$ cat src/rtl/kbd_ascii_fifo.sv
// -----------------------------------------------------------------------------
// kbd_ascii_fifo
//
// Turns a stream of PS/2 set-2 scancode bytes into ASCII characters and
// queues them in a small show-ahead FIFO. A prefix decoder tracks 0xF0
// (break) and 0xE0 (extended) prefixes, the shift keys and caps-lock are
// tracked for case and digit-symbol selection, and every printable make,
// including typematic repeats, produces one character.
//
// Parameters
//   DEPTH     FIFO depth in characters (power of 2, >= 2)
//   SHIFT_EN  1: honour shift / caps-lock; 0: lowercase letters, plain digits
//
// Ports
//   clk         in   clock; all state changes on its rising edge
//   clrn        in   synchronous active-low reset
//   code_in     in   [7:0] scancode byte from the PS/2 receiver
//   code_valid  in   one-cycle strobe qualifying code_in
//   rd_en       in   pop the FIFO head (ignored when empty)
//   asc_out     out  [7:0] ASCII character at the FIFO head, 0x00 when empty
//   asc_ready   out  FIFO holds at least one character
//   overflow    out  sticky: a character was dropped because the FIFO was full
//   shift_st    out  either shift key currently held
//   caps_st     out  caps-lock state
//   make_cnt    out  [7:0] count of printable make events, wraps at 255
// -----------------------------------------------------------------------------
module kbd_ascii_fifo #(
    parameter int DEPTH    = 8,
    parameter bit SHIFT_EN = 1'b1
) (
    input  logic       clk,
    input  logic       clrn,
    input  logic [7:0] code_in,
    input  logic       code_valid,
    input  logic       rd_en,
    output logic [7:0] asc_out,
    output logic       asc_ready,
    output logic       overflow,
    output logic       shift_st,
    output logic       caps_st,
    output logic [7:0] make_cnt
);

    localparam int AW = $clog2(DEPTH);
    localparam int CW = AW + 1;
    localparam logic [CW-1:0] FULL_CNT = CW'(DEPTH);

    localparam logic [7:0] SC_BREAK  = 8'hF0;
    localparam logic [7:0] SC_EXT    = 8'hE0;
    localparam logic [7:0] SC_LSHIFT = 8'h12;
    localparam logic [7:0] SC_RSHIFT = 8'h59;
    localparam logic [7:0] SC_CAPS   = 8'h58;

    typedef enum logic [1:0] {
        ST_IDLE,
        ST_BRK,
        ST_EXT,
        ST_EXT_BRK
    } dec_state_t;

    // -------------------------------------------------------------------------
    // Scancode to ASCII lookup. Returns {printable, ascii}. Letters flip to
    // uppercase when shift XOR caps; digits take their US shifted symbol when
    // shift alone is held.
    // -------------------------------------------------------------------------
    function automatic logic [8:0] map_code(input logic [7:0] code,
                                            input logic       shf,
                                            input logic       cap);
        logic [7:0] lower;
        logic [7:0] digit;
        logic [7:0] symbol;
        logic       is_letter;
        logic       is_digit;
        logic [8:0] result;

        lower     = 8'h00;
        digit     = 8'h00;
        symbol    = 8'h00;
        is_letter = 1'b0;
        is_digit  = 1'b0;
        result    = 9'h000;

        case (code)
            8'h1C: begin is_letter = 1'b1; lower = "a"; end
            8'h32: begin is_letter = 1'b1; lower = "b"; end
            8'h21: begin is_letter = 1'b1; lower = "c"; end
            8'h23: begin is_letter = 1'b1; lower = "d"; end
            8'h24: begin is_letter = 1'b1; lower = "e"; end
            8'h2B: begin is_letter = 1'b1; lower = "f"; end
            8'h34: begin is_letter = 1'b1; lower = "g"; end
            8'h33: begin is_letter = 1'b1; lower = "h"; end
            8'h43: begin is_letter = 1'b1; lower = "i"; end
            8'h3B: begin is_letter = 1'b1; lower = "j"; end
            8'h42: begin is_letter = 1'b1; lower = "k"; end
            8'h4B: begin is_letter = 1'b1; lower = "l"; end
            8'h3A: begin is_letter = 1'b1; lower = "m"; end
            8'h31: begin is_letter = 1'b1; lower = "n"; end
            8'h44: begin is_letter = 1'b1; lower = "o"; end
            8'h4D: begin is_letter = 1'b1; lower = "p"; end
            8'h15: begin is_letter = 1'b1; lower = "q"; end
            8'h2D: begin is_letter = 1'b1; lower = "r"; end
            8'h1B: begin is_letter = 1'b1; lower = "s"; end
            8'h2C: begin is_letter = 1'b1; lower = "t"; end
            8'h3C: begin is_letter = 1'b1; lower = "u"; end
            8'h2A: begin is_letter = 1'b1; lower = "v"; end
            8'h1D: begin is_letter = 1'b1; lower = "w"; end
            8'h22: begin is_letter = 1'b1; lower = "x"; end
            8'h35: begin is_letter = 1'b1; lower = "y"; end
            8'h1A: begin is_letter = 1'b1; lower = "z"; end
            8'h45: begin is_digit = 1'b1; digit = "0"; symbol = ")"; end
            8'h16: begin is_digit = 1'b1; digit = "1"; symbol = "!"; end
            8'h1E: begin is_digit = 1'b1; digit = "2"; symbol = "@"; end
            8'h26: begin is_digit = 1'b1; digit = "3"; symbol = "#"; end
            8'h25: begin is_digit = 1'b1; digit = "4"; symbol = "$"; end
            8'h2E: begin is_digit = 1'b1; digit = "5"; symbol = "%"; end
            8'h36: begin is_digit = 1'b1; digit = "6"; symbol = "^"; end
            8'h3D: begin is_digit = 1'b1; digit = "7"; symbol = "&"; end
            8'h3E: begin is_digit = 1'b1; digit = "8"; symbol = "*"; end
            8'h46: begin is_digit = 1'b1; digit = "9"; symbol = "("; end
            8'h29: result = {1'b1, 8'h20};
            8'h5A: result = {1'b1, 8'h0D};
            default: result = 9'h000;
        endcase

        if (is_letter) begin
            result = {1'b1, (shf ^ cap) ? (lower - 8'h20) : lower};
        end
        if (is_digit) begin
            result = {1'b1, shf ? symbol : digit};
        end
        return result;
    endfunction

    // -------------------------------------------------------------------------
    // State
    // -------------------------------------------------------------------------
    dec_state_t    state;
    logic          lshift;
    logic          rshift;
    logic          caps_held;
    logic [7:0]    mem [DEPTH];
    logic [AW-1:0] wr_ptr;
    logic [AW-1:0] rd_ptr;
    logic [CW-1:0] count;

    // -------------------------------------------------------------------------
    // Decode of the current byte
    // -------------------------------------------------------------------------
    logic       make_ev;
    logic       break_ev;
    logic [8:0] mapped;
    logic       push;
    logic       pop;
    logic       full;
    logic       push_ok;

    // NOTE: every signal driven here gets a default first, so no path through
    // the block can leave it unassigned and infer a latch.
    always_comb begin
        make_ev  = 1'b0;
        break_ev = 1'b0;
        if (code_valid) begin
            make_ev  = (state == ST_IDLE) && (code_in != SC_BREAK) && (code_in != SC_EXT);
            break_ev = (state == ST_BRK);
        end

        // Case selection uses the registered shift/caps state, i.e. the value
        // before this byte is applied.
        mapped  = map_code(code_in, SHIFT_EN && shift_st, SHIFT_EN && caps_st);
        push    = make_ev && mapped[8];

        full    = (count == FULL_CNT);
        pop     = rd_en && asc_ready;
        // A pop on the same edge frees the slot, so a full FIFO still accepts.
        push_ok = push && (!full || pop);
    end

    assign shift_st  = lshift | rshift;
    assign asc_ready = (count != '0);
    assign asc_out   = asc_ready ? mem[rd_ptr] : 8'h00;

    // -------------------------------------------------------------------------
    // Character storage
    // -------------------------------------------------------------------------
    // NOTE: the storage array has no reset; entries are only observable once
    // written, and leaving it unreset lets it map onto plain RAM.
    always_ff @(posedge clk) begin
        if (clrn && push_ok) begin
            mem[wr_ptr] <= mapped[7:0];
        end
    end

    // -------------------------------------------------------------------------
    // Decoder FSM, modifier tracking, FIFO pointers and status
    // -------------------------------------------------------------------------
    // NOTE: sequential state is written with non-blocking assignments so every
    // register samples the pre-edge values regardless of statement order.
    always_ff @(posedge clk) begin
        if (!clrn) begin
            state     <= ST_IDLE;
            lshift    <= 1'b0;
            rshift    <= 1'b0;
            caps_st   <= 1'b0;
            caps_held <= 1'b0;
            wr_ptr    <= '0;
            rd_ptr    <= '0;
            count     <= '0;
            overflow  <= 1'b0;
            make_cnt  <= 8'h00;
        end else begin
            // Prefix tracking
            if (code_valid) begin
                case (state)
                    ST_IDLE: begin
                        if (code_in == SC_BREAK)    state <= ST_BRK;
                        else if (code_in == SC_EXT) state <= ST_EXT;
                        else                        state <= ST_IDLE;
                    end
                    ST_BRK:     state <= ST_IDLE;
                    ST_EXT:     state <= (code_in == SC_BREAK) ? ST_EXT_BRK : ST_IDLE;
                    ST_EXT_BRK: state <= ST_IDLE;
                    default:    state <= ST_IDLE;
                endcase
            end

            // Modifier keys; with SHIFT_EN clear they never leave reset.
            if (SHIFT_EN && make_ev) begin
                if (code_in == SC_LSHIFT) lshift <= 1'b1;
                if (code_in == SC_RSHIFT) rshift <= 1'b1;
                if (code_in == SC_CAPS) begin
                    // Only the first make of a hold toggles; typematic
                    // repeats arrive with caps_held already set.
                    if (!caps_held) caps_st <= ~caps_st;
                    caps_held <= 1'b1;
                end
            end
            if (SHIFT_EN && break_ev) begin
                if (code_in == SC_LSHIFT) lshift    <= 1'b0;
                if (code_in == SC_RSHIFT) rshift    <= 1'b0;
                if (code_in == SC_CAPS)   caps_held <= 1'b0;
            end

            // Every printable make counts, even when its character is dropped.
            if (push) begin
                make_cnt <= make_cnt + 8'd1;
            end
            if (push && !push_ok) begin
                overflow <= 1'b1;
            end

            // FIFO pointers wrap naturally because DEPTH is a power of two.
            if (push_ok) wr_ptr <= wr_ptr + 1'b1;
            if (pop)     rd_ptr <= rd_ptr + 1'b1;
            case ({push_ok, pop})
                2'b10:   count <= count + 1'b1;
                2'b01:   count <= count - 1'b1;
                default: count <= count;
            endcase
        end
    end

endmodule

$ cat config.mk
export PLATFORM = sky130hd
export DESIGN_NAME = kbd_ascii_fifo
export DESIGN_NICKNAME = d
export VERILOG_FILES = /design/src/rtl/kbd_ascii_fifo.sv
export SDC_FILE = /design/constraint.sdc
export NUM_CORES = 1
export LEC_CHECK = 0
export CAP_MARGIN = 20
export CORE_MARGIN = 8
export CORE_UTILIZATION = 25
export DETAILED_ROUTE_END_ITERATION = 10
export PLACE_DENSITY_LB_ADDON = 0.08
export SLEW_MARGIN = 20
export SYNTH_ARGS = -nofsm -noshare
export SYNTH_HDL_FRONTEND = slang
export SYNTH_SLANG_ARGS = --single-unit
$ cat constraint.sdc
create_clock -name clk -period 3.4 [get_ports clk]
set_input_delay 0.68 -clock clk [delete_from_list [all_inputs] [get_ports clk]]
set_output_delay 0.68 -clock clk [all_outputs]
set_load 0.01 [all_outputs]
== Word-level counts from Yosys, hierarchy flattened ==
Memory sizes are Yosys's and may differ from the RTL's. A register that Yosys moved wholly into a read port is not among the register bits.
Index checks and enable logic that the tools add are counted.

* Add/sub/neg operators: 6
* Bitwise gates (word level): 4
* Reduce and logical (&&, ||, !) cells: 17
* Eq/ne operators: 51
* Muxes and demuxes: 34

{| class="wikitable"
|+ Operator list
! kind !! count
|-
| $eq A8 B6 Y1 const B || 23
|-
| $pmux W7 S26 || 1
|-
| $eq A8 B7 Y1 const B || 10
|-
| $pmux W7 S10 || 1
|-
| $eq A8 B5 Y1 const B || 8
|-
| $pmux W6 S10 || 1
|-
| $reduce_or A26 Y1 || 1
|-
| $mux W8 || 3
|-
| $mux W1 || 18
|-
| $mux W9 || 2
|-
| $pmux W9 S2 || 1
|-
| $eq A8 B8 Y1 const B || 2
|-
| $ne A8 B8 Y1 const B || 2
|-
| $reduce_or A10 Y1 || 1
|-
| $add A8 B1 Y8 const B || 1
|-
| $pmux W4 S2 || 1
|-
| $sub A8 B6 Y8 const B || 1
|-
| $logic_and A1 B1 Y1 || 7
|-
| $add A3 B1 Y3 const B || 2
|-
| $eq A2 B2 Y1 const B || 3
|-
| $mux W2 || 3
|-
| $mux W3 || 2
|-
| $pmux W2 S3 || 1
|-
| $add A4 B1 Y4 const B || 1
|-
| other kinds (13) || 16
|}

* Output and inout port bits: 20
* Register bits after elaboration: 25
* Input bits: 12
* Memories: 1
* Memory bits (writable): 64

{| class="wikitable"
|+ Memory list
! memory !! words !! bits a word !! rd ports !! clocked after Yosys merged registers in !! write ports !! RTL line !! text
|-
| mem || 8 || 8 || 1 || 1 || 1 || 141 || <nowiki>logic [7:0] mem [DEPTH];</nowiki>
|}

== Longest topological paths before layout ==
* Depth in word-level cells: 11
* Depth in mapped cells: 17
* Mapped depth without buffers: 14

== Worst setup path before layout ==
Ideal clock, no wire load.

* Path type: input to register
* Start point: input code_in[4]
* End point: memory mem[1][0] (enable)
* Data arrival time: 3.113 ns
* Setup slack: -0.096 ns
* Cell stages on the path: 10
* Buffers on the path: 2
* Path through: buf_2 -> or4b_1 -> buf_2 -> nor2_4 -> a21boi_2 -> a311oi_2 -> o2111ai_4 -> o211ai_2 -> or2_1 -> nor3_1

* Longest elaborated chain between the ends: 10

{| class="wikitable"
|+ RTL lines
! element !! RTL line !! text
|-
| start, declared || 33 || <nowiki>input logic [7:0] code_in,</nowiki>
|-
| $eq A8 B5 Y1 (tied with other cells) || 83 || <nowiki>case (code)</nowiki>
|-
| $reduce_or A26 Y1 (no source line) || -- ||
|-
| $mux W1 || 83 ||
|-
| $mux W9 || 125 || <nowiki>if (is_letter) begin</nowiki>
|-
| $mux W9 || 128 || <nowiki>if (is_digit) begin</nowiki>
|-
| $logic_and A1 B1 Y1 (*) || 170 || <nowiki>push = make_ev && mapped[8];</nowiki>
|-
| $logic_and A1 B1 Y1 (*) || 175 || <nowiki>push_ok = push && (!full || pop);</nowiki>
|-
| $logic_and A1 B1 Y1 (*) || 188 || <nowiki>if (clrn && push_ok) begin</nowiki>
|-
| $mux W1 (*) || 188 ||
|-
| $mux W1 (not written as such) (*) || 189 || <nowiki>mem[wr_ptr] <= mapped[7:0];</nowiki>
|-
| end, declared || 141 ||
|}

Every way passes the cells marked *; elsewhere a longest branch is shown, timed or not.

== Worst setup path after layout ==
* Start point: input code_in[7]
* End point: register count[3]

* Longest elaborated chain between the ends: 9

{| class="wikitable"
|+ RTL lines
! element !! RTL line !! text
|-
| $eq A8 B5 Y1 (tied with other cells) || 83 ||
|-
| $reduce_or A26 Y1 (no source line) || -- ||
|-
| $mux W1 || 83 ||
|-
| $mux W9 || 125 ||
|-
| $mux W9 || 128 ||
|-
| $logic_and A1 B1 Y1 (*) || 170 ||
|-
| $logic_and A1 B1 Y1 (*) || 175 ||
|-
| $eq A2 B1 Y1 / $eq A2 B2 Y1 (equally long branches) || 254 || <nowiki>case ({push_ok, pop})</nowiki>
|-
| $pmux W4 S2 / $reduce_bool A2 Y1 (equally long branches) || -- ||
|-
| end signal, assigned || 255 || <nowiki>2'b10: count <= count + 1'b1;</nowiki>
|-
| end signal, assigned || 256 || <nowiki>2'b01: count <= count - 1'b1;</nowiki>
|-
| end signal, assigned || 257 || <nowiki>default: count <= count;</nowiki>
|-
| end, declared || 144 || <nowiki>logic [CW-1:0] count;</nowiki>
|}

Marked as above.
A chain may end at the register's enable or synchronous reset.

==> metrics.txt <==
# TYPE chip_impl_metric gauge
chip_impl_info{name="cts_tree",value="yes"} 1
chip_impl_metric{name="design.die.area",unit="mm²"} 0.02341
chip_impl_metric{name="worst_slew_margin_rel",unit=""} 0.5777
chip_impl_metric{name="whs",unit="ps"} 449.9
chip_impl_metric{name="groute.usage.overall",unit=""} 0.1119
chip_impl_metric{name="synth_xor_xnor_area_share",unit=""} 0.01867
chip_impl_metric{name="syn-num-nets",unit=""} 424
chip_impl_metric{name="final-max-slew-violation-count",unit=""} 0
chip_impl_metric{name="floorplan.core_area",unit="mm²"} 0.01858
chip_impl_metric{name="post_synth_and_or_nand_nor_area_fraction",unit=""} 0.1699
chip_impl_metric{name="nFillCells",unit=""} 1850
chip_impl_metric{name="cts-htree-levels",unit=""} 3
chip_impl_metric{name="clock_skew",unit="ps"} 9.586
chip_impl_metric{name="drt-vias-per-instance",unit=""} 4.692
chip_impl_metric{name="via_count",unit=""} 3533
chip_impl_metric{name="share_of_the_synthesized_area_in_compound_gates_ao_oa_aoi_oai",unit=""} 0.09867
chip_impl_info{name="run_status",value="complete, no violations"} 1
chip_impl_metric{name="gpl.final_weighted_congestion",unit=""} 0.8581
chip_impl_metric{name="cp.required",unit="ps"} 3680
chip_impl_metric{name="min_path_cells",unit=""} 2
chip_impl_metric{name="route.detailed.drc",unit=""} 0
chip_impl_metric{name="synth.lib_cells_used.distinct",unit=""} 67
chip_impl_info{name="setup.worst_path.start_class",value="input pin"} 1
chip_impl_metric{name="final.setup.worst_slack",unit="ps"} 258.6
chip_impl_metric{name="grt_antenna_before_repair",unit=""} 0
chip_impl_metric{name="grt_pass1_vias",unit=""} 3660
chip_impl_metric{name="die_width",unit="µm"} 153.0
chip_impl_metric{name="grt_max_degree",unit=""} 19
chip_impl_metric{name="detailedRoute.firstPassIterationCount",unit=""} 4
chip_impl_metric{name="static-leakage-power",unit="nW"} 2.259
chip_impl_metric{name="sequential_cell_area",unit="mm²"} 0.002482
chip_impl_metric{name="synth_largest_type_area_fraction",unit=""} 0.4096
chip_impl_metric{name="wl_per_instance",unit="µm"} 16.77
chip_impl_metric{name="area_growth_syn_to_layout",unit="%"} 33.28
chip_impl_metric{name="number_of_synthesized_register_bits",unit=""} 92
chip_impl_metric{name="post-route-min-period",unit="ps"} 3141
chip_impl_metric{name="drt_iter0_drc",unit=""} 198
chip_impl_metric{name="boundaryPins",unit=""} 32
chip_impl_metric{name="worst-path-max-fanout",unit=""} 9
chip_impl_metric{name="route.final.wire_length",unit="µm"} 12630
chip_impl_metric{name="worst_skew_pair.late_latency",unit="ps"} 350
chip_impl_metric{name="post_synth_inst_count",unit=""} 404
chip_impl_metric{name="antennaDiodeCount",unit=""} 0
chip_impl_metric{name="design.final.nets",unit=""} 534
chip_impl_info{name="top_layer",value="met4"} 1
chip_impl_info{name="cts_root_buffer_type",value="sky130_fd_sc_hd__clkbuf_16"} 1
chip_impl_metric{name="achievable-frequency",unit="MHz"} 318.3
chip_impl_metric{name="fin_util",unit=""} 0.3366
chip_impl_metric{name="grt.overflow.total",unit=""} 0
chip_impl_metric{name="timing.final.hold_violations",unit=""} 0
chip_impl_metric{name="clk_slew_on_worst_s_h_paths",unit="ps"} 70
chip_impl_metric{name="synth-seq-area-share",unit=""} 0.5291
chip_impl_info{name="mostFrequentLayoutCells",value="sky130_fd_sc_hd__buf_4 (90), sky130_fd_sc_hd__edfxtp_1 (64), sky130_fd_sc_hd__nor2_1 (41), sky130_fd_sc_hd__nand2_1 (31), sky130_fd_sc_hd__dfxtp_1 (28)"} 1
chip_impl_metric{name="dpl_worst_slack",unit="ps"} -373.5
chip_impl_metric{name="multi_input_area",unit="mm²"} 0.002091
chip_impl_metric{name="worstRegToRegCells",unit=""} 11
chip_impl_metric{name="netlist_area",unit="mm²"} 0.004692
chip_impl_metric{name="drtAntennaViolNets",unit=""} 0
chip_impl_metric{name="floorplan.initialDensity",unit=""} 0.2525
chip_impl_info{name="yosys_most_used_dff",value="sky130_fd_sc_hd__edfxtp_1"} 1
chip_impl_metric{name="cts_inserted_buffers",unit=""} 9
chip_impl_metric{name="cap_viol_max_count",unit=""} 0
chip_impl_metric{name="floorplan.rows",unit=""} 50
chip_impl_metric{name="async_reset_ff_frac",unit=""} 0
chip_impl_metric{name="postSynthAreaPerCell",unit="µm²"} 11.61
chip_impl_metric{name="die_y",unit="µm"} 153.0
chip_impl_metric{name="wire_length_of_the_first_global_routing_pass",unit="µm"} 20400
chip_impl_metric{name="synth_mux_area_frac",unit=""} 0.1197
chip_impl_metric{name="clkSinkCount",unit=""} 92
chip_impl_metric{name="drive_gt1_frac",unit=""} 0.2929
chip_impl_metric{name="synth_enable_flop_cells",unit=""} 64
chip_impl_metric{name="detailed_place.area",unit="mm²"} 0.005863
chip_impl_info{name="top_area_cells_in_the_synthesized_netlist",value="sky130_fd_sc_hd__edfxtp_1 (41%), sky130_fd_sc_hd__dfxtp_1 (12%), sky130_fd_sc_hd__mux4_2 (7.7%)"} 1
chip_impl_metric{name="setup-violations-final",unit=""} 0
chip_impl_info{name="hold_path.class",value="flop to flop"} 1
chip_impl_metric{name="power_density",unit="mW/mm²"} 520.8
chip_impl_metric{name="post-layout-total-power",unit="mW"} 3.257
chip_impl_metric{name="cts-root-to-sink-buffers",unit=""} 2
chip_impl_metric{name="met1_length",unit="µm"} 5587
chip_impl_info{name="crit_type",value="input pin to flop"} 1
chip_impl_metric{name="min_period_over_period",unit=""} 0.9240
chip_impl_metric{name="yosysWarningCount",unit=""} 0
chip_impl_info{name="largest_family_of_logic_cells_by_synthesized_area",value="simple AND/OR/NAND/NOR gates"} 1
chip_impl_metric{name="finish.cell_count_without_fillers",unit=""} 753
chip_impl_metric{name="cts_hold_buf",unit=""} 0
chip_impl_info{name="worst_setup_path_end_kind",value="flop"} 1
chip_impl_info{name="synth_area_leader_cell",value="sky130_fd_sc_hd__edfxtp_1"} 1
chip_impl_metric{name="cp_data_arrival_time",unit="ps"} 3420
chip_impl_metric{name="placedCellCount",unit=""} 733
chip_impl_metric{name="post_synthesis_adder_cell_area_fraction",unit=""} 0.02507
chip_impl_metric{name="setup-tns-final",unit="ps"} 0
chip_impl_metric{name="detailedPlacementHpwl",unit="µm"} 9184
chip_impl_metric{name="vdd_drop_max",unit="V"} 0.0002710
chip_impl_metric{name="max_slew.worst_pin.slew",unit="ps"} 632.6
chip_impl_metric{name="met3RoutedLength",unit="µm"} 489
chip_impl_info{name="unrepaired_setup_endpoints_after_global_routing",value="no"} 1
chip_impl_info{name="layout.cells.most_common",value="sky130_fd_sc_hd__buf_4"} 1
chip_impl_metric{name="met2_length",unit="µm"} 6306
chip_impl_metric{name="postLayoutCellArea",unit="mm²"} 0.006254
chip_impl_metric{name="io_buffer_count",unit=""} 31
where the power goes:
group          leakage [nW]  switching (mW)  total (mW)  internal [mW]
Clock                 0.138           0.469       0.985          0.515
Combinational          1.30           0.465        1.01          0.541
Sequential            0.819          0.0357        1.27           1.23
Total                  2.26           0.970        3.26           2.29
final cells by class:
class,instances,share of cell area
clock buffers,9,0.03601
clock inverters,7,0.01060
inverters,17,0.01020
multi-input cells,270,0.3343
flip-flops and latches,92,0.3970
well taps,234,0.04682
repair buffers,124,0.1651
timing repair:
action	4_1_cts	5_1_grt
buffers inserted	0	3
setup endpoints to repair	1	67
cloned	0	1
pin swaps	0	4
gates resized for setup	2	21
flip-flops by register name, summed over array words and instances (netlist names), named ones only:
signal	count
wr_ptr	3
lshift	1
rd_ptr	3
make_cnt	8
mem	64
rshift	1
state	2
caps_held	1
overflow	1
caps_st	1
count	4
path summary, 6_finish.rpt:
kind | startpoint | end | slack [ps]
worst max-delay path | code_in[7] | count[3] | 260
worst min-delay path | caps_held | caps_held | 450
worst max register to register | count[0] | count[3] | 1260
worst min register to register | caps_held | caps_held | 450
cell usage after synthesis, drive strengths merged (3+ instances only):
cell and n:
nand4 3, a21oi 13, or3 5, nor4b 5, o31ai 3, nand3 15
clkbuf 13, nand2b 9, nor3 15, ha 7, o21ai 18, a31oi 4
o22ai 3, buf 12, xnor2 7, nor2 42, mux4 16, dfxtp 28
o2111ai 3, nand2 31, nor4 5, xor2 3, and2 4, nor2b 5
mux2i 19, o211ai 3, inv 17, edfxtp 64
layer usage:
metal  vias to the layer above  GRT usage
met5                         -          0
met4                         0    0.03864
met3                        17    0.03045
met2                        52     0.1917
met1                      1735     0.1330
li1                       1729          -
cells by family after synthesis:
| logic type | count (synthesis) |
|---|---|
| AOI/OAI and AO/OA | 65 |
| xor gates and xnor gates | 10 |
| adders and majority gates | 9 |
| buffers and inverters | 42 |
| DFF | 92 |
| muxes | 36 |
| and+or+nand+nor | 150 |
worst max-delay path, cell delays in order:
cell and delay, ps:
sky130_fd_sc_hd__dlygate4sd2_1 330, sky130_fd_sc_hd__or3b_1 460, sky130_fd_sc_hd__o41a_1 420, sky130_fd_sc_hd__nor4b_4 160, sky130_fd_sc_hd__o2111ai_4 130, sky130_fd_sc_hd__o21ai_2 90, sky130_fd_sc_hd__nand2_1 110, sky130_fd_sc_hd__inv_2 40
sky130_fd_sc_hd__ha_1 260, sky130_fd_sc_hd__a21o_1 190, sky130_fd_sc_hd__a21oi_2 140, sky130_fd_sc_hd__nor2b_1 60, sky130_fd_sc_hd__mux2i_1 160, sky130_fd_sc_hd__mux2i_1 180
Power figures use the tool's default switching activity.
